<file path="src/rtl/mult_div_unit_pkg.sv">
// Shared definitions for the iterative divider: FSM encoding, widths and
// small sign-handling helpers used by the top level.
package mult_div_unit_pkg;

  localparam int DATA_W   = 32;
  localparam int RESULT_W = 64;
  localparam int DIV_ITER = 32;
  localparam int CNT_W    = 6;

  localparam logic [1:0] IDLE = 2'b00;
  localparam logic [1:0] CALC = 2'b01;
  localparam logic [1:0] DONE = 2'b10;

  typedef struct packed {
    logic [DATA_W-1:0] hi;
    logic [DATA_W-1:0] lo;
  } div_result_t;

  function automatic logic [DATA_W-1:0] negate_if(input logic [DATA_W-1:0] v,
                                                   input logic neg);
    return neg ? (~v + {{(DATA_W-1){1'b0}}, 1'b1}) : v;
  endfunction

  // Magnitude of a value that is only treated as negative for signed ops.
  function automatic logic [DATA_W-1:0] magnitude(input logic [DATA_W-1:0] v,
                                                   input logic is_signed);
    return negate_if(v, is_signed & v[DATA_W-1]);
  endfunction

endpackage

</file>
<file path="src/rtl/mult_div_unit_if.sv">
// Execute-stage handshake between the pipeline and the divide unit.
interface mult_div_unit_if;

  logic                                      start_i;
  logic                                      signed_i;
  logic [mult_div_unit_pkg::DATA_W-1:0]      a_i;
  logic [mult_div_unit_pkg::DATA_W-1:0]      b_i;
  logic                                      annul_i;
  logic                                      stall_o;
  logic                                      ready_o;
  logic [mult_div_unit_pkg::RESULT_W-1:0]    result_o;

  modport master (
    output start_i, signed_i, a_i, b_i, annul_i,
    input  stall_o, ready_o, result_o
  );

  modport slave (
    input  start_i, signed_i, a_i, b_i, annul_i,
    output stall_o, ready_o, result_o
  );

endinterface

</file>
<file path="src/rtl/mult_div_unit_div_step.sv">
// One combinational radix-2 restoring division iteration on unsigned
// magnitudes; the partial remainder is always kept below the divisor.
module div_step
  import mult_div_unit_pkg::*;
(
  input  logic [DATA_W-1:0] rem_in,
  input  logic              dividend_bit,
  input  logic [DATA_W-1:0] divisor,
  output logic [DATA_W-1:0] rem_out,
  output logic              q_bit
);

  logic [DATA_W:0] shifted;
  logic [DATA_W:0] diff;

  assign shifted = {rem_in, dividend_bit};
  assign diff    = {1'b0, shifted[DATA_W-1:0]} - {1'b0, divisor};

  // A set top bit means shifted exceeds 2^32 > divisor, so the subtraction
  // is always kept; the low 32 bits of diff are still the exact remainder.
  assign q_bit   = shifted[DATA_W] | ~diff[DATA_W];
  assign rem_out = q_bit ? diff[DATA_W-1:0] : shifted[DATA_W-1:0];

endmodule

</file>
<file path="src/rtl/mult_div_unit.sv">
// Multi-cycle DIV/DIVU unit: 32 restoring iterations on magnitudes, with
// sign fixup applied as the result is captured on entry to DONE.
module mult_div_unit
  import mult_div_unit_pkg::*;
(
  input  logic            clk,
  input  logic            resetn,
  mult_div_unit_if.slave  bus
);

  logic [1:0]        state;
  logic [1:0]        state_next;
  logic [CNT_W-1:0]  cnt;
  logic [DATA_W-1:0] rem;
  logic [DATA_W-1:0] quo;
  logic [DATA_W-1:0] divisor;
  logic              sign_a;
  logic              sign_b;
  logic              op_signed;
  div_result_t       result;

  logic              accept;
  logic              last_iter;
  logic              div_zero;
  logic [DATA_W-1:0] step_rem;
  logic              step_q;
  logic [DATA_W-1:0] raw_q;
  logic [DATA_W-1:0] final_q;
  logic [DATA_W-1:0] final_r;

  assign accept    = (state == IDLE) & bus.start_i & ~bus.annul_i;
  assign div_zero  = (bus.b_i == '0);
  assign last_iter = (cnt == CNT_W'(DIV_ITER - 1));

  div_step u_div_step (
    .rem_in       (rem),
    .dividend_bit (quo[DATA_W-1]),
    .divisor      (divisor),
    .rem_out      (step_rem),
    .q_bit        (step_q)
  );

  // The dividend shifts out of quo's top while quotient bits shift in below.
  assign raw_q   = {quo[DATA_W-2:0], step_q};
  assign final_q = negate_if(raw_q, op_signed & (sign_a ^ sign_b));
  assign final_r = negate_if(step_rem, op_signed & sign_a);

  always_comb begin
    state_next = state;
    case (state)
      IDLE:    if (accept) state_next = div_zero ? DONE : CALC;
      CALC:    if (last_iter) state_next = DONE;
      DONE:    state_next = IDLE;
      default: state_next = IDLE;
    endcase
    if (bus.annul_i) state_next = IDLE;
  end

  always_ff @(posedge clk or negedge resetn) begin
    if (!resetn) begin
      state     <= IDLE;
      cnt       <= '0;
      rem       <= '0;
      quo       <= '0;
      divisor   <= '0;
      sign_a    <= 1'b0;
      sign_b    <= 1'b0;
      op_signed <= 1'b0;
      result    <= '0;
    end else begin
      state <= state_next;
      if (accept) begin
        cnt       <= '0;
        rem       <= '0;
        quo       <= magnitude(bus.a_i, bus.signed_i);
        divisor   <= magnitude(bus.b_i, bus.signed_i);
        sign_a    <= bus.a_i[DATA_W-1];
        sign_b    <= bus.b_i[DATA_W-1];
        op_signed <= bus.signed_i;
        if (div_zero) begin
          result.hi <= bus.a_i;
          result.lo <= '1;
        end
      end else if ((state == CALC) && !bus.annul_i) begin
        cnt <= cnt + CNT_W'(1);
        rem <= step_rem;
        quo <= raw_q;
        if (last_iter) begin
          result.hi <= final_r;
          result.lo <= final_q;
        end
      end
    end
  end

  // Outputs are gated by reset so they drop before any clock edge.
  assign bus.stall_o  = resetn & (accept | ((state == CALC) & ~bus.annul_i));
  assign bus.ready_o  = resetn & (state == DONE) & ~bus.annul_i;
  assign bus.result_o = result;

endmodule
</file>
<file path="src/flat_wrapper.sv">
// flat-port wrapper written by rule: the top's interface ports become plain ports
module mult_div_unit_flat import mult_div_unit_pkg::*;
  (clk, resetn, bus_start_i, bus_signed_i, bus_a_i, bus_b_i, bus_annul_i, bus_stall_o, bus_ready_o, bus_result_o);
  mult_div_unit_if bus_i ();
  input  logic clk;
  input  logic resetn;
  input wire logic [$bits(bus_i.start_i)-1:0] bus_start_i;
  input wire logic [$bits(bus_i.signed_i)-1:0] bus_signed_i;
  input wire logic [$bits(bus_i.a_i)-1:0] bus_a_i;
  input wire logic [$bits(bus_i.b_i)-1:0] bus_b_i;
  input wire logic [$bits(bus_i.annul_i)-1:0] bus_annul_i;
  output wire logic [$bits(bus_i.stall_o)-1:0] bus_stall_o;
  output wire logic [$bits(bus_i.ready_o)-1:0] bus_ready_o;
  output wire logic [$bits(bus_i.result_o)-1:0] bus_result_o;
  assign bus_i.start_i = bus_start_i;
  assign bus_i.signed_i = bus_signed_i;
  assign bus_i.a_i = bus_a_i;
  assign bus_i.b_i = bus_b_i;
  assign bus_i.annul_i = bus_annul_i;
  assign bus_stall_o = bus_i.stall_o;
  assign bus_ready_o = bus_i.ready_o;
  assign bus_result_o = bus_i.result_o;
  mult_div_unit u_core (.clk(clk), .resetn(resetn), .bus(bus_i));
endmodule
</file>
<file path="config.mk">
export PLATFORM = sky130hd
export DESIGN_NAME = mult_div_unit_flat
export DESIGN_NICKNAME = d
export VERILOG_FILES = /design/src/rtl/mult_div_unit_pkg.sv /design/src/rtl/mult_div_unit_if.sv /design/src/rtl/mult_div_unit_div_step.sv /design/src/rtl/mult_div_unit.sv /design/src/flat_wrapper.sv
export SDC_FILE = /design/constraint.sdc
export NUM_CORES = 1
export LEC_CHECK = 0
export CORE_MARGIN = 8
export CORE_UTILIZATION = 42
export DETAILED_ROUTE_END_ITERATION = 6
export GPL_ROUTABILITY_DRIVEN = 0
export PLACE_DENSITY = 0.62
export SYNTH_ARGS = -nofsm -noshare
export SYNTH_HDL_FRONTEND = slang
export SYNTH_SLANG_ARGS = --single-unit
</file>
<file path="constraint.sdc">
create_clock -name clk -period 9.8 [get_ports clk]
set_input_delay 1.96 -clock clk [delete_from_list [all_inputs] [get_ports clk]]
set_output_delay 1.96 -clock clk [all_outputs]
set_load 0.01 [all_outputs]
</file>
==> flow_summary.json, run 1 <==
{
  "critPathKind": "primary input to output pin",
  "crit_buf_inv": 3,
  "cts_setup_buffers": 0,
  "clk_latency_ns": 0.43,
  "whs_ns": 0.481,
  "drtIter0Drc": 992,
  "vias_per_cell": 5.72,
  "yosysWarnings": 0,
  "fin_util_pct": 50.1,
  "rsz0062_at_grt": "false",
  "vias": 11400,
  "multi_input_area_sq_mm": 0.00736,
  "cts_tree": "built",
  "clk_path_buf_depth": 2,
  "fp.dieArea_sq_mm": 0.0346,
  "grt.overflow.total": 0,
  "io_buffers": 134,
  "die_h_um": 186,
  "dr.pass1.iters": 6,
  "yosys_register_bits": 171,
  "grt_max_degree": 95,
  "num_rows": 62,
  "placed_area_sq_mm": 0.0137,
  "path_max_fanout": 58,
  "path_depth": 7,
  "cts_sinks": 171,
  "grt_pass1_wl_um": 57900,
  "dp_hpwl_um": 27000,
  "switching_power_mw": 1.85,
  "yosys-top-cells-area": "dfrtp_1 35%, nand2_1 7.1%, o21ai_0 5.8%",
  "path_cells": "clkdlybuf4s50_1 -> nor2_1 -> nand2_1 -> buf_4 -> nand2_1 -> and2_1 -> clkdlybuf4s50_1",
  "start_util_pct": 42.5,
  "final.setup.worst_slack_ns": 3.63,
  "min_path_type": "register to register",
  "switching_share_pct": 47.9,
  "drc": 0,
  "cts_inserted_buffers": 17,
  "ys_dominant_reg_cell": "dfrtp_1",
  "finalSetupTns_ns": 0,
  "p_clk_share_pct": 17.4,
  "p_int_mw": 2.02,
  "cts-resized-gates": 0,
  "yosysTopAreaCell": "dfrtp_1",
  "wl_per_cell_um": 18.1,
  "synth_fp_nets": 1631,
  "power_density_mw_per_mm2": 270,
  "slew_viol_final": 0,
  "fin_crit_sh_pct": 63.0,
  "p_leak_nw": 6.15,
  "whs_path_depth": 2,
  "regArea_sq_mm": 0.00428,
  "antenna_found_initial": 0,
  "final_cells": 2002,
  "critical_path.endpoint_type": "output pin",
  "fin_area_sq_mm": 0.0143,
  "ant_nets": 0,
  "yosys-top-cells-count": "229 x nand2_1, 171 x dfrtp_1, 162 x nor2_1",
  "synth_top_area_share_pct": 35.2,
  "drive_above_1_share_pct": 5.07,
  "finalHoldViolCount": 0,
  "grt_pass1_vias": 10700,
  "combPwrFrac_pct": 56.9,
  "avgSynthCellArea_sq_um": 7.97,
  "grtUsageTotal_pct": 20.9,
  "p_total_mw": 3.87,
  "fmax_mhz": 162,
  "synth_edf_count": 0,
  "cap_violations": 0,
  "hold_buffers": 0,
  "antennaDiodeCount": 0,
  "fin_crit_ns": 6.17,
  "async_flop_share_pct": 100,
  "synth_area_sq_mm": 0.0122,
  "relSlewSlack_pct": 29.1,
  "fp.coreArea_sq_mm": 0.0286,
  "synth_cells": 1524,
  "reg2regPathDepth": 19,
  "finalSetupViolations": 0,
  "ys_types": 94,
  "finalWirelength_um": 36300,
  "syn2layout_area_growth_pct": 17.9,
  "htreeDepth": 4,
  "nets": 1713,
  "start_kind": "primary input",
  "yosysSeqAreaShare_pct": 35.2,
  "status": "complete, no violations",
  "cp_top_family": "buffers and inverters",
  "power.share.sequential_pct": 25.6,
  "ios": 135,
  "place_inst": 1971,
  "slowest_delay_ns": 0.53,
  "tightest_slew_ns": 1.06,
  "clock_skew_ns": 0.0145,
  "fill_cells": 2811,
  "crit_required_ns": 7.84,
  "critPathSlowestCell": "clkdlybuf4s50_1",
  "clockRootBuffer": "clkbuf_16",
  "cp.arrival_ns": 4.21,
  "clkTransAtPathRegs_ns": 0.07,
  "die_w_um": 186,
  "synth.most_common_cell": "nand2_1",
  "peakVddDrop_v": 0.000168,
  "dp_worst_setup_slack_ns": 3.62
}
[state kept, by name, indices dropped and copies added, names as in the netlist]
register / count
u_core.rem: 32
u_core.sign_b: 1
u_core.quo: 32
u_core.op_signed: 1
u_core.cnt: 6
u_core.divisor: 32
u_core.state: 2
u_core.bus.result_o: 64
u_core.sign_a: 1
[placed cells by master, fill, tap and decap left out, drive strengths merged, types with 5 or more instances in the layout]
cell type / instances
a21o: 11
inv: 58
nor4: 10
and3: 13
o41ai: 10
clkinv: 5
ha: 37
a31oi: 50
o22ai: 7
nor2: 163
dfrtp: 171
mux2i: 17
xor2: 73
nand2b: 7
nor3: 43
buf: 12
xnor2: 65
a2111oi: 6
nand3: 17
o21ai: 143
nand2: 230
and4: 7
o31ai: 17
a21oi: 129
and2: 19
o211ai: 6
or3: 26
or4: 15
a22o: 9
clkdlybuf4s50: 133
or2: 5
nand4: 8
clkbuf: 17
[layout make-up]
type                       count  share of cell area (%)
inverter                      53                    1.41
tap                          384                    3.35
clock buffer                  17                    2.97
clock inverter                14                    1.10
multi-input combinational   1218                    51.4
timing repair buffer         145                    9.94
sequential                   171                    29.9
[path summary, 6_finish.rpt]
kind / from / end / slack (ns)
worst max-delay path: bus_annul_i / bus_stall_o / 3.63
worst min-delay path: u_core.divisor[16]$_DFFE_PN0P_ / u_core.divisor[16]$_DFFE_PN0P_ / 0.48
worst max register to register: u_core.divisor[0]$_DFFE_PN0P_ / u_core.bus.result_o[58]$_DFFE_PN0P_ / 3.95
worst min register to register: u_core.divisor[16]$_DFFE_PN0P_ / u_core.divisor[16]$_DFFE_PN0P_ / 0.48
max in group asynchronous: resetn / u_core.cnt[4]$_DFFE_PN0P_ / 7.08
min in group asynchronous: resetn / u_core.bus.result_o[48]$_DFFE_PN0P_ / 1.46
[worst min-delay path: stages, from the launching register on]
cell     delay, ns
dfrtp_1       0.34
nand2_1       0.05
o21ai_0       0.06
[power groups by stage]
stage | sequential, mW | combinational (mW) | clock, mW
6_report | 0.993 | 2.20 | 0.675
5_1_grt | 1.01 | 2.45 | 0.713
4_1_cts | 0.986 | 2.18 | 0.687
3_5_place_dp | 0.999 | 2.17 | 0
3_3_place_gp | 0.997 | 2.14 | 0
2_1_floorplan | 0.934 | 1.68 | 0
[per-layer routing]
| layer | part of all wire (%) | GRT usage (%) | up-vias |
|---|---|---|---|
| met4 | 2.2 | 6.35 | 0 |
| met5 | 0 | 0 | - |
| met2 | 45 | 33.7 | 390 |
| met1 | 46 | 28.7 | 5448 |
| li1 | - | - | 5557 |
| met3 | 6.8 | 3.06 | 53 |
[logic make-up after synthesis]
logic type / after synthesis / share of synthesized area, %
simple gates: 580 / 22.0
compound gates: 442 / 22.8
flops: 171 / 35.2
xor+xnor: 138 / 9.95
buf+inv: 135 / 4.32
fa+ha+maj: 38 / 3.97
mux: 20 / 1.71
Note: power is estimated with default switching activity, not from simulation.
==> run 2, diff against run 1 <==
clock period = 5.82 ns   (was 9.8 ns; I/O delays follow)
==> run 2 against run 1 <==
Final cell count increased by 0.25%. Critical path depth increased by 13. Largest power group unchanged. Hold slack improved by 0.0017 ns. Clock power increased by 72%. Critical path type is now register to register. Combinational power increased by 69%. Design area increased by 0.34%.
==> flow_summary.json, run 2 (same netlist as run 1, synthesis figures left out) <==
{
  "fin_crit_sh_pct": 91.4,
  "grtUsageTotal_pct": 21.5,
  "cts-resized-gates": 0,
  "slowest_delay_ns": 0.44,
  "io_buffers": 134,
  "rsz0062_at_grt": "false",
  "start_util_pct": 42.5,
  "finalSetupTns_ns": 0,
  "wl_per_cell_um": 18.4,
  "crit_required_ns": 6.16,
  "path_max_fanout": 34,
  "clkTransAtPathRegs_ns": 0.07,
  "tightest_slew_ns": 0.989,
  "dp_hpwl_um": 27500,
  "peakVddDrop_v": 0.000227,
  "mostFrequentLayoutCell": "nand2_1",
  "vias_per_cell": 5.68,
  "power_density_mw_per_mm2": 455,
  "min_path_type": "register to register",
  "cp.arrival_ns": 5.66,
  "clockRootBuffer": "clkbuf_16",
  "drtIter0Drc": 1017,
  "hold_path_end": "u_core.divisor[26]$_DFFE_PN0P_",
  "drive_above_1_share_pct": 5.36,
  "reg2regPathDepth": 20,
  "fin_crit_ns": 5.32,
  "relSlewSlack_pct": 34.0,
  "die_h_um": 186,
  "drc": 0,
  "antenna_found_initial": 0,
  "cts_tree": "built",
  "p_leak_nw": 6.19,
  "nets": 1717,
  "cts_inserted_buffers": 17,
  "num_rows": 62,
  "htreeDepth": 4,
  "slew_viol_final": 0,
  "r2r_slack_ns": 0.50,
  "clk_path_buf_depth": 2,
  "holdCritStartpoint": "u_core.divisor[26]$_DFFE_PN0P_",
  "grt_max_degree": 129,
  "finalHoldViolCount": 0,
  "cts_setup_buffers": 0,
  "die_w_um": 186,
  "dr.pass1.iters": 6,
  "cts_sinks": 171,
  "vias": 11400,
  "rr_startpoint": "u_core.quo[31]$_DFFE_PN0P_",
  "clk_latency_ns": 0.44,
  "layout_common_cells": "229 x nand2_1, 171 x dfrtp_1, 161 x nor2_1",
  "r2r-end": "u_core.bus.result_o[58]$_DFFE_PN0P_",
  "finalSetupViolations": 0,
  "critPathKind": "register to register",
  "grt_pass1_wl_um": 59300,
  "antennaDiodeCount": 0,
  "whs_path_depth": 2,
  "hold_buffers": 0,
  "grt_pass1_vias": 10900,
  "critical_path.endpoint_type": "register",
  "fmax_mhz": 188,
  "grt.overflow.total": 0,
  "path_cells": "inv_1 -> ha_1 -> fa_1 -> nand2b_1 -> a21o_1 -> a2111oi_4 -> o2111ai_4 -> nand2_4 -> nand2_1 -> o21ai_0 -> ha_1 -> nand2_1 -> or4_4 -> o41ai_4 -> o21ai_1 -> nor2_2 -> and4_4 -> a21oi_1 -> xnor2_1 -> a211oi_1",
  "fp.coreArea_sq_mm": 0.0286,
  "largest_register_ffs": 64,
  "cap_violations": 0,
  "syn2layout_area_growth_pct": 18.3,
  "fp.dieArea_sq_mm": 0.0346,
  "ant_nets": 0,
  "critPathSlowestCell": "a2111oi_4",
  "clock_skew_ns": 0.0139,
  "status": "complete, no violations",
  "ios": 135,
  "start_kind": "register",
  "dp_worst_setup_slack_ns": 0.551,
  "finalWirelength_um": 36900,
  "final.setup.worst_slack_ns": 0.501
}
==> run 2: cell types whose count changed in the layout (fill, tap and decap cells not counted) <==
cell and change:
bufinv_16 -1, inv_8 +2, buf_12 +1, inv_6 +1, clkbuf_8 +1, clkinv_8 +1
clkinv_4 -2, buf_4 +3, clkinvlp_4 -1
==> run 2: final cells by class <==
| type | instances | area, sq um |
|---|---|---|
| tap | 384 | 480 |
| multi-input combinational | 1218 | 7360 |
| clock inverter | 14 | 150 |
| fill | 2742 | 14200 |
| inverter | 53 | 201 |
| sequential | 171 | 4280 |
| clock buffer | 18 | 439 |
| timing repair buffer | 149 | 1470 |
==> run 2: through the flow <==
stage / hold slack [ns] / cells / area (sq um) / util, % / total power, mW
floorplan: 0.450 / 1524 / 12200 / - / 4.40
global placement: 0.461 / 1975 / 13800 / 48.2 / 5.30
detailed placement: 0.470 / 1975 / 13800 / 48.2 / 5.34
CTS: 0.488 / 2007 / 14400 / 50.2 / 6.51
global route: 0.512 / 2007 / 14400 / 50.2 / 7.04
finish: 0.482 / 2007 / 14400 / 50.2 / 6.54
==> run 2: critical path: cells and delay by family (launching register included) <==
family	cells	cell delay (ns)
xor gates and xnor gates	1	0.18
DFF	1	0.37
buffers and inverters	1	0.06
adders and majority gates	3	0.96
and+or+nand+nor	7	1.68
AOI/OAI and AO/OA	8	1.97
==> run 2: routing by layer <==
metal / up-vias / wire length (um) / track usage [%]
met4: 0 / 818 / 6.51
li1: 5589 / - / -
met1: 5371 / 16800 / 29.3
met5: - / 0 / 0
met3: 52 / 2410 / 3.34
met2: 388 / 16800 / 34.5
==> run 2: worst max path at each step <==
stage                                           from                             endpoint  slack [ns]  cells after the start
after global routing      u_core.quo[31]$_DFFE_PN0P_  u_core.bus.result_o[58]$_DFFE_PN0P_        0.13                     20
after floorplan           u_core.quo[31]$_DFFE_PN0P_  u_core.bus.result_o[60]$_DFFE_PN0P_        0.61                     23
final                     u_core.quo[31]$_DFFE_PN0P_  u_core.bus.result_o[58]$_DFFE_PN0P_        0.50                     20
after global placement    u_core.quo[31]$_DFFE_PN0P_  u_core.bus.result_o[60]$_DFFE_PN0P_        0.72                     20
after CTS                 u_core.quo[31]$_DFFE_PN0P_  u_core.bus.result_o[58]$_DFFE_PN0P_        0.55                     20
after detailed placement  u_core.quo[31]$_DFFE_PN0P_  u_core.bus.result_o[58]$_DFFE_PN0P_        0.55                     20
==> run 2: power breakdown <==
part           internal, mW  total (mW)  switching [mW]
Clock                 0.586        1.16           0.570
Combinational          1.41        3.71            2.30
Sequential             1.39        1.67           0.279
Total                  3.39        6.54            3.15
